## src/rtl/hazard_unit_mc_if.sv

```systemverilog
// rtl/hazard_unit_mc_if.sv - ID-stage hazard signal bundle between pipeline and hazard_unit_mc
interface hazard_unit_mc_if #(
   parameter int REG_W      = 5,
   parameter int STAT_WIDTH = 16
);
   logic [REG_W-1:0]      rsId;
   logic [REG_W-1:0]      rtId;
   logic                  rsUsedId;
   logic                  rtUsedId;
   logic                  memReadEx;
   logic [REG_W-1:0]      rtEx;
   logic                  branchTaken;
   logic                  mdStartId;
   logic                  mdUseId;
   logic                  pcStop;
   logic                  ifIdWrite;
   logic                  ifIdFlush;
   logic                  idExFlush;
   logic                  mdBusy;
   logic [STAT_WIDTH-1:0] stallCycles;
   logic [STAT_WIDTH-1:0] flushCount;

   // Pipeline side: presents ID/EX decode info, consumes stall/flush controls
   modport master (
      output rsId, rtId, rsUsedId, rtUsedId, memReadEx, rtEx,
             branchTaken, mdStartId, mdUseId,
      input  pcStop, ifIdWrite, ifIdFlush, idExFlush, mdBusy,
             stallCycles, flushCount
   );

   modport slave (
      input  rsId, rtId, rsUsedId, rtUsedId, memReadEx, rtEx,
             branchTaken, mdStartId, mdUseId,
      output pcStop, ifIdWrite, ifIdFlush, idExFlush, mdBusy,
             stallCycles, flushCount
   );
endinterface

```

## src/rtl/hazard_unit_mc.sv

```systemverilog
// rtl/hazard_unit_mc.sv - load-use / mul-div / branch hazard unit; HAZARD_STATS_EN adds stall and flush counters
module hazard_unit_mc #(
   parameter int REG_W             = 5,
   parameter int LOAD_STALL_CYCLES = 1,
   parameter int MD_LATENCY        = 4,
   parameter int STAT_WIDTH        = 16
) (
   input  logic             clock,
   input  logic             reset,
   hazard_unit_mc_if.slave  hz
);
   localparam int MAX_CNT = (LOAD_STALL_CYCLES > MD_LATENCY) ? LOAD_STALL_CYCLES : MD_LATENCY;
   localparam int CNT_W   = $clog2(MAX_CNT + 1);
   localparam bit LD_MULTI = (LOAD_STALL_CYCLES > 1);
   localparam logic [CNT_W-1:0] CNT_ONE = CNT_W'(1);
   localparam logic [CNT_W-1:0] LD_INIT = CNT_W'(LOAD_STALL_CYCLES - 1);
   localparam logic [CNT_W-1:0] MD_INIT = CNT_W'(MD_LATENCY);

   typedef enum logic [1:0] {
      IDLE     = 2'd0,
      LD_STALL = 2'd1,
      MD_BUSY  = 2'd2
   } state_t;

   state_t           r_state, w_state_nxt;
   state_t           r_ret, w_ret_nxt;
   logic [CNT_W-1:0] r_cnt, w_cnt_nxt;
   logic [CNT_W-1:0] r_md_save, w_md_save_nxt;

   logic w_rs_match;
   logic w_rt_match;
   logic w_lu_haz;
   logic w_md_haz;
   logic w_stall;
   logic w_if_flush;

   assign w_rs_match = hz.rsUsedId && (hz.rsId == hz.rtEx);
   assign w_rt_match = hz.rtUsedId && (hz.rtId == hz.rtEx);
   assign w_lu_haz   = hz.memReadEx && (hz.rtEx != '0) && (w_rs_match || w_rt_match);
   assign w_md_haz   = (r_state == MD_BUSY) && (hz.mdUseId || hz.mdStartId);
   assign w_stall    = w_lu_haz || w_md_haz || (r_state == LD_STALL);
   assign w_if_flush = !w_stall && hz.branchTaken;

   assign hz.pcStop    = w_stall;
   assign hz.ifIdWrite = !w_stall;
   assign hz.idExFlush = w_stall;
   assign hz.ifIdFlush = w_if_flush;
   assign hz.mdBusy    = (r_state == MD_BUSY) || ((r_state == LD_STALL) && (r_ret == MD_BUSY));

   always_ff @(posedge clock or negedge reset) begin
      if (!reset) begin
         r_state   <= IDLE;
         r_ret     <= IDLE;
         r_cnt     <= '0;
         r_md_save <= '0;
      end else begin
         r_state   <= w_state_nxt;
         r_ret     <= w_ret_nxt;
         r_cnt     <= w_cnt_nxt;
         r_md_save <= w_md_save_nxt;
      end
   end

   // r_cnt serves the active stall; r_md_save parks the mul/div count while a load stall borrows it
   always_comb begin
      w_state_nxt   = r_state;
      w_ret_nxt     = r_ret;
      w_cnt_nxt     = r_cnt;
      w_md_save_nxt = r_md_save;
      case (r_state)
         IDLE: begin
            if (w_lu_haz) begin
               if (LD_MULTI) begin
                  w_state_nxt = LD_STALL;
                  w_cnt_nxt   = LD_INIT;
                  w_ret_nxt   = IDLE;
               end
            end else if (hz.mdStartId) begin
               w_state_nxt = MD_BUSY;
               w_cnt_nxt   = MD_INIT;
            end
         end
         LD_STALL: begin
            if (r_cnt == CNT_ONE) begin
               w_state_nxt = r_ret;
               w_cnt_nxt   = (r_ret == MD_BUSY) ? r_md_save : '0;
            end else begin
               w_cnt_nxt = r_cnt - CNT_ONE;
            end
         end
         MD_BUSY: begin
            if (w_lu_haz && LD_MULTI) begin
               // The mul/div also counts this stalled cycle; if it retires now, resume to IDLE
               w_state_nxt = LD_STALL;
               w_cnt_nxt   = LD_INIT;
               if (r_cnt == CNT_ONE) begin
                  w_ret_nxt = IDLE;
               end else begin
                  w_ret_nxt     = MD_BUSY;
                  w_md_save_nxt = r_cnt - CNT_ONE;
               end
            end else if (r_cnt == CNT_ONE) begin
               w_state_nxt = IDLE;
               w_cnt_nxt   = '0;
            end else begin
               w_cnt_nxt = r_cnt - CNT_ONE;
            end
         end
         default: begin
            w_state_nxt = IDLE;
            w_cnt_nxt   = '0;
         end
      endcase
   end

`ifdef HAZARD_STATS_EN
   localparam logic [STAT_WIDTH-1:0] STAT_ONE = STAT_WIDTH'(1);

   logic [STAT_WIDTH-1:0] r_stall_cnt;
   logic [STAT_WIDTH-1:0] r_flush_cnt;

   always_ff @(posedge clock or negedge reset) begin
      if (!reset) begin
         r_stall_cnt <= '0;
         r_flush_cnt <= '0;
      end else begin
         if (w_stall && (r_stall_cnt != '1)) begin
            r_stall_cnt <= r_stall_cnt + STAT_ONE;
         end
         if (w_if_flush && (r_flush_cnt != '1)) begin
            r_flush_cnt <= r_flush_cnt + STAT_ONE;
         end
      end
   end

   assign hz.stallCycles = r_stall_cnt;
   assign hz.flushCount  = r_flush_cnt;
`else
   assign hz.stallCycles = '0;
   assign hz.flushCount  = '0;
`endif
endmodule

```

## src/flat_wrapper.sv

```systemverilog
// flat-port wrapper written by rule: the top's interface ports become plain ports
module hazard_unit_mc_flat 
#(
   parameter int REG_W             = 5,
   parameter int LOAD_STALL_CYCLES = 1,
   parameter int MD_LATENCY        = 4,
   parameter int STAT_WIDTH        = 16
)
  (clock, reset, hz_rsId, hz_rtId, hz_rsUsedId, hz_rtUsedId, hz_memReadEx, hz_rtEx, hz_branchTaken, hz_mdStartId, hz_mdUseId, hz_pcStop, hz_ifIdWrite, hz_ifIdFlush, hz_idExFlush, hz_mdBusy, hz_stallCycles, hz_flushCount);
  hazard_unit_mc_if #(.REG_W(REG_W), .STAT_WIDTH(STAT_WIDTH)) hz_i ();
  input  logic clock;
  input  logic reset;
  input wire logic [$bits(hz_i.rsId)-1:0] hz_rsId;
  input wire logic [$bits(hz_i.rtId)-1:0] hz_rtId;
  input wire logic [$bits(hz_i.rsUsedId)-1:0] hz_rsUsedId;
  input wire logic [$bits(hz_i.rtUsedId)-1:0] hz_rtUsedId;
  input wire logic [$bits(hz_i.memReadEx)-1:0] hz_memReadEx;
  input wire logic [$bits(hz_i.rtEx)-1:0] hz_rtEx;
  input wire logic [$bits(hz_i.branchTaken)-1:0] hz_branchTaken;
  input wire logic [$bits(hz_i.mdStartId)-1:0] hz_mdStartId;
  input wire logic [$bits(hz_i.mdUseId)-1:0] hz_mdUseId;
  output wire logic [$bits(hz_i.pcStop)-1:0] hz_pcStop;
  output wire logic [$bits(hz_i.ifIdWrite)-1:0] hz_ifIdWrite;
  output wire logic [$bits(hz_i.ifIdFlush)-1:0] hz_ifIdFlush;
  output wire logic [$bits(hz_i.idExFlush)-1:0] hz_idExFlush;
  output wire logic [$bits(hz_i.mdBusy)-1:0] hz_mdBusy;
  output wire logic [$bits(hz_i.stallCycles)-1:0] hz_stallCycles;
  output wire logic [$bits(hz_i.flushCount)-1:0] hz_flushCount;
  assign hz_i.rsId = hz_rsId;
  assign hz_i.rtId = hz_rtId;
  assign hz_i.rsUsedId = hz_rsUsedId;
  assign hz_i.rtUsedId = hz_rtUsedId;
  assign hz_i.memReadEx = hz_memReadEx;
  assign hz_i.rtEx = hz_rtEx;
  assign hz_i.branchTaken = hz_branchTaken;
  assign hz_i.mdStartId = hz_mdStartId;
  assign hz_i.mdUseId = hz_mdUseId;
  assign hz_pcStop = hz_i.pcStop;
  assign hz_ifIdWrite = hz_i.ifIdWrite;
  assign hz_ifIdFlush = hz_i.ifIdFlush;
  assign hz_idExFlush = hz_i.idExFlush;
  assign hz_mdBusy = hz_i.mdBusy;
  assign hz_stallCycles = hz_i.stallCycles;
  assign hz_flushCount = hz_i.flushCount;
  hazard_unit_mc #(.REG_W(REG_W), .LOAD_STALL_CYCLES(LOAD_STALL_CYCLES), .MD_LATENCY(MD_LATENCY), .STAT_WIDTH(STAT_WIDTH)) u_core (.clock(clock), .reset(reset), .hz(hz_i));
endmodule
```

## config.mk

```make
export PLATFORM = sky130hd
export DESIGN_NAME = hazard_unit_mc_flat
export DESIGN_NICKNAME = d
export VERILOG_FILES = /design/src/rtl/hazard_unit_mc_if.sv /design/src/rtl/hazard_unit_mc.sv /design/src/flat_wrapper.sv
export SDC_FILE = /design/constraint.sdc
export NUM_CORES = 1
export LEC_CHECK = 0
export ABC_AREA = 1
export CAP_MARGIN = 20
export CORE_ASPECT_RATIO = 1.2
export CORE_MARGIN = 2
export CORE_UTILIZATION = 32
export DETAILED_ROUTE_END_ITERATION = 10
export MAX_ROUTING_LAYER = met4
export PLACE_DENSITY = 0.9
export SETUP_SLACK_MARGIN = 0.4
export SLEW_MARGIN = 30
export SYNTH_ARGS = -nofsm -noshare
export SYNTH_HDL_FRONTEND = slang
export SYNTH_SLANG_ARGS = --single-unit
```

## constraint.sdc

```tcl
create_clock -name clock -period 3.1 [get_ports clock]
set_input_delay 0.31 -clock clock [delete_from_list [all_inputs] [get_ports clock]]
set_output_delay 0.31 -clock clock [all_outputs]
set_load 0.05 [all_outputs]
```

==> out/summary.log, run 1 <==
[cells_and_area] total number of nets in the final design 178
[critical_path] startpoint of the worst register-to-register path u_core.r_cnt[0]
[drt] Residual DRC 0
[power_and_ir_drop] Clock Power Share 0.132
[power_and_ir_drop] Net Switching 0.000269 W
[placed_design] DP Worst Slack 0.545 ns
[power_and_ir_drop] power per unit of standard cell area 536 nW/um^2
[cells_and_area] share of final-layout standard cells stronger than drive strength 1 0.0728
[cells_and_area] number of filler cells placed in the layout 240
[clock_tree] Post-CTS Setup Bufs 0
[sta] maximum clock skew at final layout 0.00255 ns
[critical_path] Crit Path Max Fanout 4
[hold_path] Tightest Hold Check Type in2async
[sta] worst-case setup margin in the final layout 0.631 ns
[global_routing] wire length of the first global-routing pass 1.83 mm
[yosys] Netlist cell types 17
[drt] vias after detailed routing 670
[yosys] count of warnings emitted by yosys 0
[cells_and_area] growth of design area from synthesis to finish 28.4%
[cells_and_area] area taken by multi-input logic gates 418 sq um
[power_and_ir_drop] leak pwr 0.581 nW
[cells_and_area] diode count 0
[drt] First-pass DRT Iterations 4
[critical_path] worst-case register-to-register setup slack 1.99 ns
[power_and_ir_drop] Int Pwr 0.000232 W
[clock_tree] CTS tree done
[yosys] cell area after synthesis 728 sq um
[floorplanning] io pins 60
[floorplanning] initial standard-cell utilization of the core 0.344
[clock_tree] clock-pin slew reported for the worst setup and hold paths after clock tree synthesis 0.04 ns
[power_and_ir_drop] Sequential Power Share 0.191
[power_and_ir_drop] net switching share of the total power 0.537
[yosys] average footprint of a synthesized cell 5.92 sq um
[power_and_ir_drop] maximum vdd ir drop 0.299 mV
[sta] tightest slew margin relative to the limit 0.661
[floorplanning] area of the die 2670 sq um
[drt] total length of routed wires 1.24 mm
[critical_path] data required time of the critical path 2.79 ns
[clock_tree] maximum level of the CTS H-tree 1
[cells_and_area] post-layout instance area 935 sq um
[drt] First DRT Iteration DRCs 5
[placed_design] Post-DP HPWL 1.08 mm
[yosys] post-synthesis sequential area ratio 0.137
[yosys] post-synthesis sequential element count 4
[cells_and_area] most frequent cells in the layout sky130_fd_sc_hd__nand2_1, sky130_fd_sc_hd__conb_1, sky130_fd_sc_hd__clkdlybuf4s50_1, sky130_fd_sc_hd__inv_1, sky130_fd_sc_hd__nor2_1
[floorplanning] Die W 47.5 um
[drt] per-cell routed wire length 6.87 um
[sta] post-layout minimum cycle time 2.47 ns
[placed_design] cell area reported after detailed placement 905 sq um
[global_routing] GRT Overall Usage 0.0988
[placed_design] Port-buffer cells 27
[sta] slew at the pin closest to its max-slew limit 0.508 ns
[sta] fmax 405 MHz
[yosys] cell taking the most area after synthesis sky130_fd_sc_hd__buf_4
[status] run status complete, no violations
[placed_design] final weighted congestion in routability-driven placement 0.781
[clock_tree] total number of clock tree sinks 4
[sta] setup repair after global routing missed its margin no
[critical_path] endpoint type of the worst setup path output pin
[cells_and_area] leading cell type in the layout, fill and taps excluded sky130_fd_sc_hd__nand2_1
[sta] fraction of the cycle the final worst path needs 0.796
[run] # Max-Cap Violations 0
[critical_path] worst r2r path cells 4
[cells_and_area] Register Area 100 sq um
[clock_tree] maximum buffer depth of the clock tree 2
[clock_tree] cell at the root of the clock tree sky130_fd_sc_hd__clkbuf_4
[yosys] gate count of the mapped netlist 123
[sta] hold violation count in the final report 0
[global_routing] total congestion overflow 0
[drt] remaining antenna violation count after routing 0
[yosys] main area contributors after synthesis sky130_fd_sc_hd__buf_4, sky130_fd_sc_hd__nand2_1, sky130_fd_sc_hd__dfrtp_1, sky130_fd_sc_hd__inv_1, sky130_fd_sc_hd__nor2_1
[power_and_ir_drop] final total power 0.000501 W
[global_routing] via count of the first global-routing pass 559
[floorplanning] area of the core 2120 sq um
[sta] final max-slew violation count 0
[floorplanning] DIE HEIGHT 56.3 um
[global_routing] antenna violations before repair 0
[critical_path] endpoint of the most critical register-to-register path u_core.r_cnt[1]
[clock_tree] insertion delay to the later sink of the worst-skew pair 0.24 ns
[sta] final setup violation count 0
[cells_and_area] Util after Layout 0.441
[yosys] Synth top area share 0.340
[critical_path] category of the most critical setup path in2out
[power_and_ir_drop] Combinational Power Share 0.678
[sta] Total Neg Setup Slack 0 ns
[critical_path] Critical Path Start Type primary input
[global_routing] pin count of the biggest net entering global routing 6
[critical_path] Arr. time, crit path 2.16 ns
[clock_tree] clock buffer count from CTS 3
[floorplanning] Site Rows 18
[drt] Vias/cell 3.70
-- layout make-up --
class | count | share of cell area
Multi-Input combinational cell | 96 | 0.447
Timing Repair Buffer | 27 | 0.297
Sequential cell | 4 | 0.107
Inverter | 21 | 0.0843
Tap cell | 30 | 0.0402
Clock buffer | 3 | 0.0241
-- worst max-delay path, cell delays in order --
cell                              delay, ns
sky130_fd_sc_hd__clkdlybuf4s50_1       0.43
sky130_fd_sc_hd__inv_1                 0.11
sky130_fd_sc_hd__nand4_1               0.09
sky130_fd_sc_hd__o21ai_0               0.15
sky130_fd_sc_hd__inv_1                 0.08
sky130_fd_sc_hd__nand2_1               0.08
sky130_fd_sc_hd__o21ai_2               0.07
sky130_fd_sc_hd__inv_1                 0.05
sky130_fd_sc_hd__clkdlybuf4s50_1       0.79
-- how the worst max path moves through the flow --
stage / startpoint / to / slack (ns) / cells past startpoint
floorplan: u_core.r_state[1] / hz_ifIdWrite / 1.01 / 3
global placement: hz_rtEx[4] / hz_idExFlush / 0.55 / 10
detailed placement: hz_rtEx[4] / hz_pcStop / 0.55 / 10
CTS: hz_rtEx[4] / hz_pcStop / 0.53 / 10
global route: hz_rtEx[3] / hz_ifIdWrite / 0.46 / 11
finish: hz_rtEx[2] / hz_ifIdWrite / 0.63 / 9
-- power by group through the flow --
stage / clock [W] / combinational (W) / sequential [W]
2_1_floorplan: 0 / 0.000284 / 0.000106
3_3_place_gp: 0 / 0.000340 / 0.0000952
3_5_place_dp: 0 / 0.000343 / 0.0000970
4_1_cts: 0.0000700 / 0.000343 / 0.0000963
5_1_grt: 0.0000732 / 0.000373 / 0.000101
6_report: 0.0000660 / 0.000340 / 0.0000956
-- cell usage after synthesis --
library cell               count
sky130_fd_sc_hd__nand3b_1      1
sky130_fd_sc_hd__nand2_2       3
sky130_fd_sc_hd__ha_1          2
sky130_fd_sc_hd__nor2_1       12
sky130_fd_sc_hd__dfrtp_1       4
sky130_fd_sc_hd__nand3_1       4
sky130_fd_sc_hd__nand2_1      35
sky130_fd_sc_hd__nand3_2       1
sky130_fd_sc_hd__buf_4        33
sky130_fd_sc_hd__o21ai_0       1
sky130_fd_sc_hd__o211ai_1      1
sky130_fd_sc_hd__or2_2         2
sky130_fd_sc_hd__nand4_1       1
sky130_fd_sc_hd__inv_2         1
sky130_fd_sc_hd__o21ai_2       1
sky130_fd_sc_hd__conb_1        1
sky130_fd_sc_hd__inv_1        20
-- logic make-up (layout without fill, tap and decap cells) --
logic type / Yosys count / in the layout / synth area share
compound gates: 3 / 3 / 0.0292
fa+ha+maj: 2 / 2 / 0.0344
other cells: 1 / 32 / 0.00515
buf+inv: 54 / 51 / 0.448
flops: 4 / 4 / 0.137
simple gates: 59 / 59 / 0.345
-- metal layers --
| metal | global-route usage | vias to the layer above | routed length (um) |
|---|---|---|---|
| met4 | 0.0618 | 0 | 36 |
| met1 | 0.0840 | 268 | 493 |
| met3 | 0.0547 | 4 | 189 |
| li1 | - | 355 | - |
| met2 | 0.158 | 43 | 524 |
| met5 | - | - | 0 |
-- sequential cells by signal (all words and copies together) (netlist names) --
signal / flops
u_core.r_state: 1
u_core.r_cnt: 3
-- repair_timing --
item,in CTS,in global routing
resized for setup,0,3
hold buffers,0,0
setup endpoints to repair,0,3
hold endpoints to repair,0,0
-- per-stage QoR --
| step | hold WS, ns | std cells |
|---|---|---|
| after floorplan | 0.0144 | 154 |
| after global placement | 0.459 | 178 |
| after detailed placement | 0.465 | 178 |
| after CTS | 0.258 | 181 |
| after global routing | 0.268 | 181 |
| final | 0.263 | 181 |
Note: power is estimated with default switching activity, not from simulation.
==> run 2: changes to the inputs <==
CORE_UTILIZATION = 29   (was 32)
PLACE_DENSITY = 0.86   (was 0.9)
clock period = 2.26 ns   (was 3.1 ns; I/O delays follow)
==> run 2 against run 1 <==
  * Sequential share of layout area down 0.88 points
  * Worst hold slack worse by 0.067 ns
  * Clock power increased by 27%
  * Register-to-register slack worse by 0.85 ns
  * Cell area grew 9.0%
  * Cell count up 1.1%
  * Non-clock buffer count grew 1
==> out/summary.log, run 2 (synthesized netlist as in run 1, its figures left out) <==
[status] run status complete, no violations [unchanged]
[sta] hold violation count in the final report 0 [unchanged]
[placed_design] Post-DP HPWL 1.15 mm [was 1.08 mm]
[global_routing] GRT Overall Usage 0.0918 [was 0.0988]
[critical_path] Critical Path Start Type primary input [unchanged]
[placed_design] Port-buffer cells 27 [unchanged]
[floorplanning] area of the die 2930 sq um [was 2670 sq um]
[critical_path] Arr. time, crit path 1.56 ns [was 2.16 ns]
[cells_and_area] Util after Layout 0.437 [was 0.441]
[critical_path] endpoint of the most critical register-to-register path u_core.r_cnt[1] [unchanged]
[critical_path] category of the most critical setup path in2out [unchanged]
[cells_and_area] registers with the highest flip-flop counts u_core.r_cnt x3, u_core.r_state x1 [unchanged]
[critical_path] worst-case register-to-register setup slack 1.14 ns [was 1.99 ns]
[global_routing] antenna violations before repair 0 [unchanged]
[drt] Residual DRC 0 [unchanged]
[critical_path] worst r2r path cells 4 [unchanged]
[sta] maximum clock skew at final layout 0.00349 ns [was 0.00255 ns]
[cells_and_area] total number of nets in the final design 179 [was 178]
[sta] fmax 560 MHz
[critical_path] startpoint of the worst register-to-register path u_core.r_cnt[0] [unchanged]
[power_and_ir_drop] leak pwr 0.648 nW [was 0.581 nW]
[drt] Vias/cell 3.69 [was 3.70]
[critical_path] Crit. Startpoint hz_rtId[3] [was hz_rtEx[2]]
[global_routing] total congestion overflow 0 [unchanged]
[floorplanning] Site Rows 19 [was 18]
[sta] fraction of the cycle the final worst path needs 0.790
[clock_tree] CTS tree done [unchanged]
[drt] per-cell routed wire length 7.27 um [was 6.87 um]
[sta] post-layout minimum cycle time 1.79 ns
[cells_and_area] non-filler instance count after layout 183 [was 181]
[drt] vias after detailed routing 675 [was 670]
[placed_design] final weighted congestion in routability-driven placement 0.772 [was 0.781]
[floorplanning] initial standard-cell utilization of the core 0.313 [was 0.344]
[floorplanning] DIE HEIGHT 58.9 um [was 56.3 um]
[floorplanning] area of the core 2330 sq um [was 2120 sq um]
[hold_path] Tightest Hold Check Type in2async [unchanged]
[sta] setup repair after global routing missed its margin no [unchanged]
[floorplanning] Die W 49.7 um [was 47.5 um]
[clock_tree] maximum buffer depth of the clock tree 2 [unchanged]
[clock_tree] total number of clock tree sinks 4 [unchanged]
[global_routing] wire length of the first global-routing pass 2.06 mm [was 1.83 mm]
[critical_path] data required time of the critical path 2.03 ns [was 2.79 ns]
[placed_design] Placed Cells 179 [was 178]
[run] # Max-Cap Violations 0 [unchanged]
[clock_tree] clock-pin slew reported for the worst setup and hold paths after clock tree synthesis 0.04 ns [about the same]
[drt] First-pass DRT Iterations 4 [unchanged]
[cells_and_area] diode count 0 [unchanged]
[clock_tree] insertion delay to the later sink of the worst-skew pair 0.23 ns [was 0.24 ns]
[global_routing] pin count of the biggest net entering global routing 6 [unchanged]
[floorplanning] io pins 60 [unchanged]
[clock_tree] maximum level of the CTS H-tree 1 [unchanged]
[sta] final max-slew violation count 0 [unchanged]
[cells_and_area] register with the highest flop count u_core.r_cnt [unchanged]
[global_routing] via count of the first global-routing pass 543 [was 559]
[critical_path] Worst Setup EP hz_ifIdWrite [unchanged]
[critical_path] endpoint type of the worst setup path output pin [unchanged]
[cells_and_area] share of final-layout standard cells stronger than drive strength 1 0.145 [was 0.0728]
[power_and_ir_drop] power per unit of standard cell area 732 nW/um^2 [was 536 nW/um^2]
[critical_path] Crit Path Max Fanout 4 [unchanged]
[power_and_ir_drop] maximum vdd ir drop 0.352 mV [was 0.299 mV]
[clock_tree] cell at the root of the clock tree sky130_fd_sc_hd__clkbuf_4 [unchanged]
[drt] First DRT Iteration DRCs 4 [was 5]
[cells_and_area] post-layout instance area 1020 sq um [was 935 sq um]
[cells_and_area] most frequent cells in the layout sky130_fd_sc_hd__nand2_1, sky130_fd_sc_hd__conb_1, sky130_fd_sc_hd__inv_1, sky130_fd_sc_hd__clkdlybuf4s50_1, sky130_fd_sc_hd__nor2_1 [was sky130_fd_sc_hd__nand2_1, sky130_fd_sc_hd__conb_1, sky130_fd_sc_hd__clkdlybuf4s50_1, sky130_fd_sc_hd__inv_1, sky130_fd_sc_hd__nor2_1]
[cells_and_area] leading cell type in the layout, fill and taps excluded sky130_fd_sc_hd__nand2_1 [unchanged]
[placed_design] cell area reported after detailed placement 956 sq um [was 905 sq um]
[drt] total length of routed wires 1.33 mm [was 1.24 mm]
[sta] Total Neg Setup Slack 0 ns [unchanged]
[cells_and_area] number of flip-flops in the largest register 3 [unchanged]
[drt] remaining antenna violation count after routing 0 [unchanged]
[cells_and_area] growth of design area from synthesis to finish 39.9% [was 28.4%]
[sta] final setup violation count 0 [unchanged]
[cells_and_area] number of filler cells placed in the layout 266 [was 240]
[clock_tree] clock buffer count from CTS 3 [unchanged]
[run 2: routing by layer]
| layer | GRT usage | wire, um | vias up | share of wire |
|---|---|---|---|---|
| li1 | - | - | 355 | - |
| met1 | 0.0940 | 514 | 284 | 0.39 |
| met2 | 0.164 | 693 | 36 | 0.52 |
| met3 | 0.0279 | 124 | 0 | 0.093 |
| met4 | 0.0357 | 0 | 0 | 0 |
| met5 | - | 0 | - | 0 |
[run 2: timing repair]
action | 4_1_cts | 5_1_grt
hold buffers | 0 | 0
pin swaps | 0 | 5
buffers inserted | 0 | 1
setup endpoints to repair | 2 | 4
resized for setup | 3 | 12
[run 2: layout make-up]
cell class / instances / area [sq um] / share of cell area
inverters: 21 / 78.8 / 0.0774
repair buffers: 28 / 333 / 0.327
multi-input cells: 96 / 445 / 0.437
clock buffers: 3 / 22.5 / 0.0221
well taps: 31 / 38.8 / 0.0381
flip-flops and latches: 4 / 100 / 0.0983
[run 2: worst min path at each step]
stage,from,end,slack (ns)
6_report,reset,u_core.r_cnt[2],0.20
5_1_grt,reset,u_core.r_state[1],0.20
4_1_cts,reset,u_core.r_cnt[2],0.19
3_5_place_dp,reset,u_core.r_cnt[2],0.44
3_3_place_gp,reset,u_core.r_cnt[2],0.44
2_1_floorplan,reset,u_core.r_cnt[0],-0.07
[run 2: through the flow]
step	setup WS, ns	total power, W	hold WS, ns
2_1_floorplan	0.424	0.000543	-0.0696
3_3_place_gp	0.364	0.000654	0.440
3_5_place_dp	0.357	0.000663	0.443
4_1_cts	0.408	0.000754	0.192
5_1_grt	0.370	0.000812	0.199
6_report	0.474	0.000746	0.196
[run 2: worst max-delay path, cell delays in order]
cell and delay, ns:
sky130_fd_sc_hd__clkdlybuf4s50_1 0.48, sky130_fd_sc_hd__inv_1 0.04, sky130_fd_sc_hd__nand2_1 0.05, sky130_fd_sc_hd__nand2_1 0.05, sky130_fd_sc_hd__nor2_1 0.12, sky130_fd_sc_hd__nand3_2 0.10, sky130_fd_sc_hd__nand2_2 0.09, sky130_fd_sc_hd__nand2_2 0.06
sky130_fd_sc_hd__o21ai_4 0.12, sky130_fd_sc_hd__inv_2 0.08, sky130_fd_sc_hd__buf_12 0.15
[run 2: power by group]
part           internal [W]  switching [W]
Combinational      0.000193       0.000339
Sequential         0.000108      0.0000225
Clock             0.0000590      0.0000246
Total              0.000360       0.000386
==> run 3: changes to the inputs <==
clock period = 1.6 ns   (was 2.26 ns; I/O delays follow)
==> run 3 against run 2 <==
  * Global-route usage up 1.7 points
  * Critical endpoint is now hz_ifIdFlush
  * Cell area grew 9.8%
  * Die area stayed put
  * Setup slack got worse by 0.18 ns
  * Clock skew is 0.0086 ns higher
  * Worst hold slack got worse by 0.074 ns
  * Flip-flop and latch count did not move
  * Clock power grew 61%
==> out/summary.log, run 3 (synthesized netlist as in run 1, its figures left out) <==
[status] run status complete, no violations [unchanged]
[drt] vias after detailed routing 729 [was 675]
[clock_tree] maximum buffer depth of the clock tree 2 [unchanged]
[critical_path] Critical path buffers and inverters 3 [was 4]
[sta] fraction of the cycle the final worst path needs 0.815
[floorplanning] initial standard-cell utilization of the core 0.313 [unchanged]
[floorplanning] area of the die 2930 sq um [unchanged]
[global_routing] pin count of the biggest net entering global routing 5 [was 6]
[drt] First-pass DRT Iterations 4 [unchanged]
[floorplanning] Die W 49.7 um [unchanged]
[power_and_ir_drop] Clock Power Share 0.111 [was 0.112]
[clock_tree] clock buffer count from CTS 3 [unchanged]
[critical_path] Slowest-stage cell, CP sky130_fd_sc_hd__dfrtp_2 [was sky130_fd_sc_hd__clkdlybuf4s50_1]
[hold_path] Tightest Hold Check Type in2async [unchanged]
[power_and_ir_drop] maximum vdd ir drop 0.679 mV [was 0.352 mV]
[sta] final setup violation count 0 [unchanged]
[sta] setup repair after global routing missed its margin yes [was no]
[power_and_ir_drop] Combinational Power Share 0.730 [was 0.713]
[power_and_ir_drop] final total power 0.00122 W [was 0.000746 W]
[drt] Vias/cell 3.76 [was 3.69]
[clock_tree] total number of clock tree sinks 4 [unchanged]
[placed_design] Port-buffer cells 27 [unchanged]
[clock_tree] cell at the root of the clock tree sky130_fd_sc_hd__clkbuf_4 [unchanged]
[floorplanning] area of the core 2330 sq um [unchanged]
[sta] final max-slew violation count 0 [unchanged]
[cells_and_area] most frequent cells in the layout sky130_fd_sc_hd__conb_1, sky130_fd_sc_hd__nand2_1, sky130_fd_sc_hd__nand2_2, sky130_fd_sc_hd__inv_1, sky130_fd_sc_hd__buf_6 [was sky130_fd_sc_hd__nand2_1, sky130_fd_sc_hd__conb_1, sky130_fd_sc_hd__inv_1, sky130_fd_sc_hd__clkdlybuf4s50_1, sky130_fd_sc_hd__nor2_1]
[placed_design] Post-DP HPWL 1.25 mm [was 1.15 mm]
[power_and_ir_drop] power per unit of standard cell area 1090 nW/um^2 [was 732 nW/um^2]
[clock_tree] hold_buf cts 0 [unchanged]
[floorplanning] Site Rows 19 [unchanged]
[cells_and_area] registers with the highest flip-flop counts u_core.r_cnt x3, u_core.r_state x1 [unchanged]
[global_routing] via count of the first global-routing pass 599 [was 543]
[critical_path] Critical Path Start Type flop [was primary input]
[cells_and_area] share of final-layout standard cells stronger than drive strength 1 0.429 [was 0.145]
[cells_and_area] non-filler instance count after layout 194 [was 183]
[clock_tree] insertion delay to the later sink of the worst-skew pair 0.24 ns [was 0.23 ns]
[drt] remaining antenna violation count after routing 0 [unchanged]
[drt] total length of routed wires 1.57 mm [was 1.33 mm]
[placed_design] Placed Cells 181 [was 179]
[global_routing] antenna violations before repair 0 [unchanged]
[sta] post-layout minimum cycle time 1.30 ns
[global_routing] GRT Overall Usage 0.109 [was 0.0918]
[clock_tree] CTS tree done [unchanged]
[sta] maximum clock skew at final layout 0.0121 ns [was 0.00349 ns]
[clock_tree] clock-pin slew reported for the worst setup and hold paths after clock tree synthesis 0.04 ns [about the same]
[critical_path] Arr. time, crit path 1.14 ns [was 1.56 ns]
[run] # Max-Cap Violations 0 [unchanged]
[power_and_ir_drop] net switching share of the total power 0.509 [was 0.517]
[floorplanning] io pins 60 [unchanged]
[drt] Residual DRC 0 [unchanged]
[global_routing] total congestion overflow 0 [unchanged]
[critical_path] category of the most critical setup path reg2out [was in2out]
[clock_tree] maximum level of the CTS H-tree 1 [unchanged]
[cells_and_area] number of flip-flops in the largest register 3 [unchanged]
[power_and_ir_drop] leak pwr 0.655 nW [was 0.648 nW]
[critical_path] data required time of the critical path 1.44 ns [was 2.03 ns]
[placed_design] final weighted congestion in routability-driven placement 0.694 [was 0.772]
[drt] per-cell routed wire length 8.08 um [was 7.27 um]
[power_and_ir_drop] Net Switching 0.000619 W [was 0.000386 W]
[global_routing] wire length of the first global-routing pass 2.40 mm [was 2.06 mm]
[power_and_ir_drop] Int Pwr 0.000597 W [was 0.000360 W]
[power_and_ir_drop] Sequential Power Share 0.159 [was 0.175]
[cells_and_area] diode count 0 [unchanged]
[cells_and_area] register with the highest flop count u_core.r_cnt [unchanged]
[cells_and_area] total number of nets in the final design 189 [was 179]
[critical_path] Crit Path Max Fanout 3 [was 4]
[critical_path] critical-path cell list inv_4 > o21ai_4 > buf_6 > nor2_4 > buf_12 [was clkdlybuf4s50_1 > inv_1 > nand2_1 > nand2_1 > nor2_1 > nand3_2 > nand2_2 > nand2_2 > o21ai_4 > inv_2 > buf_12]
[cells_and_area] number of filler cells placed in the layout 249 [was 266]
[cells_and_area] leading cell type in the layout, fill and taps excluded sky130_fd_sc_hd__conb_1 [was sky130_fd_sc_hd__nand2_1]
[cells_and_area] growth of design area from synthesis to finish 53.6% [was 39.9%]
[sta] hold violation count in the final report 0 [unchanged]
[critical_path] endpoint type of the worst setup path output pin [unchanged]
[sta] fmax 766 MHz
[floorplanning] DIE HEIGHT 58.9 um [unchanged]
[critical_path] CP top delay family flip-flops [was buffers and inverters]
[critical_path] Worst path max stage delay 0.42 ns [was 0.48 ns]
[drt] First DRT Iteration DRCs 7 [was 4]
-- run 3: routing by layer --
layer  part of all wire  wire, um  global-route usage  up-vias
li1                   -         -                   -      376
met1               0.38       591               0.110      310
met2               0.53       825               0.208       43
met3              0.096       150              0.0305        0
met4                  0         0              0.0238        0
met5                  0         0                   -        -
-- run 3: power by group through the flow --
stage	clock [W]	combinational, W	sequential [W]
final	0.000135	0.000887	0.000193
after global routing	0.000160	0.000953	0.000195
after detailed placement	0	0.000760	0.000189
after floorplan	0	0.000566	0.000209
after CTS	0.000141	0.000844	0.000187
after global placement	0	0.000748	0.000187
-- run 3: final timing paths --
| path | from | to | slack [ns] | depth (start not counted) |
|---|---|---|---|---|
| worst max-delay path | u_core.r_state[1] | hz_ifIdFlush | 0.30 | 5 |
| worst max register to register | u_core.r_state[1] | u_core.r_cnt[1] | 0.39 | 6 |
| min in group clock | u_core.r_cnt[2] | u_core.r_cnt[2] | 0.49 | 2 |
| worst min register to register | u_core.r_cnt[2] | u_core.r_cnt[2] | 0.49 | 2 |
| max in group asynchronous | reset | u_core.r_state[1] | 1.30 | 1 |
| worst min-delay path | reset | u_core.r_cnt[2] | 0.12 | 1 |
-- run 3: per-stage QoR --
step                      hold slack, ns  setup WS [ns]  area [sq um]   util  setup TNS [ns]
final                              0.122          0.295          1120  0.480               0
after global routing               0.116          0.251          1120  0.480               0
after CTS                          0.119          0.284          1070  0.459               0
after detailed placement           0.377         -0.258           975  0.418          -0.903
after global placement             0.374         -0.207           975  0.418          -0.610
after floorplan                   -0.136         0.0403           861      -               0
-- run 3: what timing repair did --
| item | 4_1_cts | 5_1_grt |
|---|---|---|
| gates cloned | 0 | 0 |
| pin swaps | 27 | 11 |
| setup buffers | 8 | 1 |
| endpoints found under the setup margin | 8 | 7 |
| resized for setup | 91 | 19 |
-- run 3: area by class of cell --
type                       count  area [sq um]  share of cell area
tap                           31          38.8              0.0347
sequential                     4           101              0.0906
multi-input combinational     96           495               0.443
clock buffer                   4          26.3              0.0235
inverter                      21          88.8              0.0794
timing repair buffer          38           368               0.329
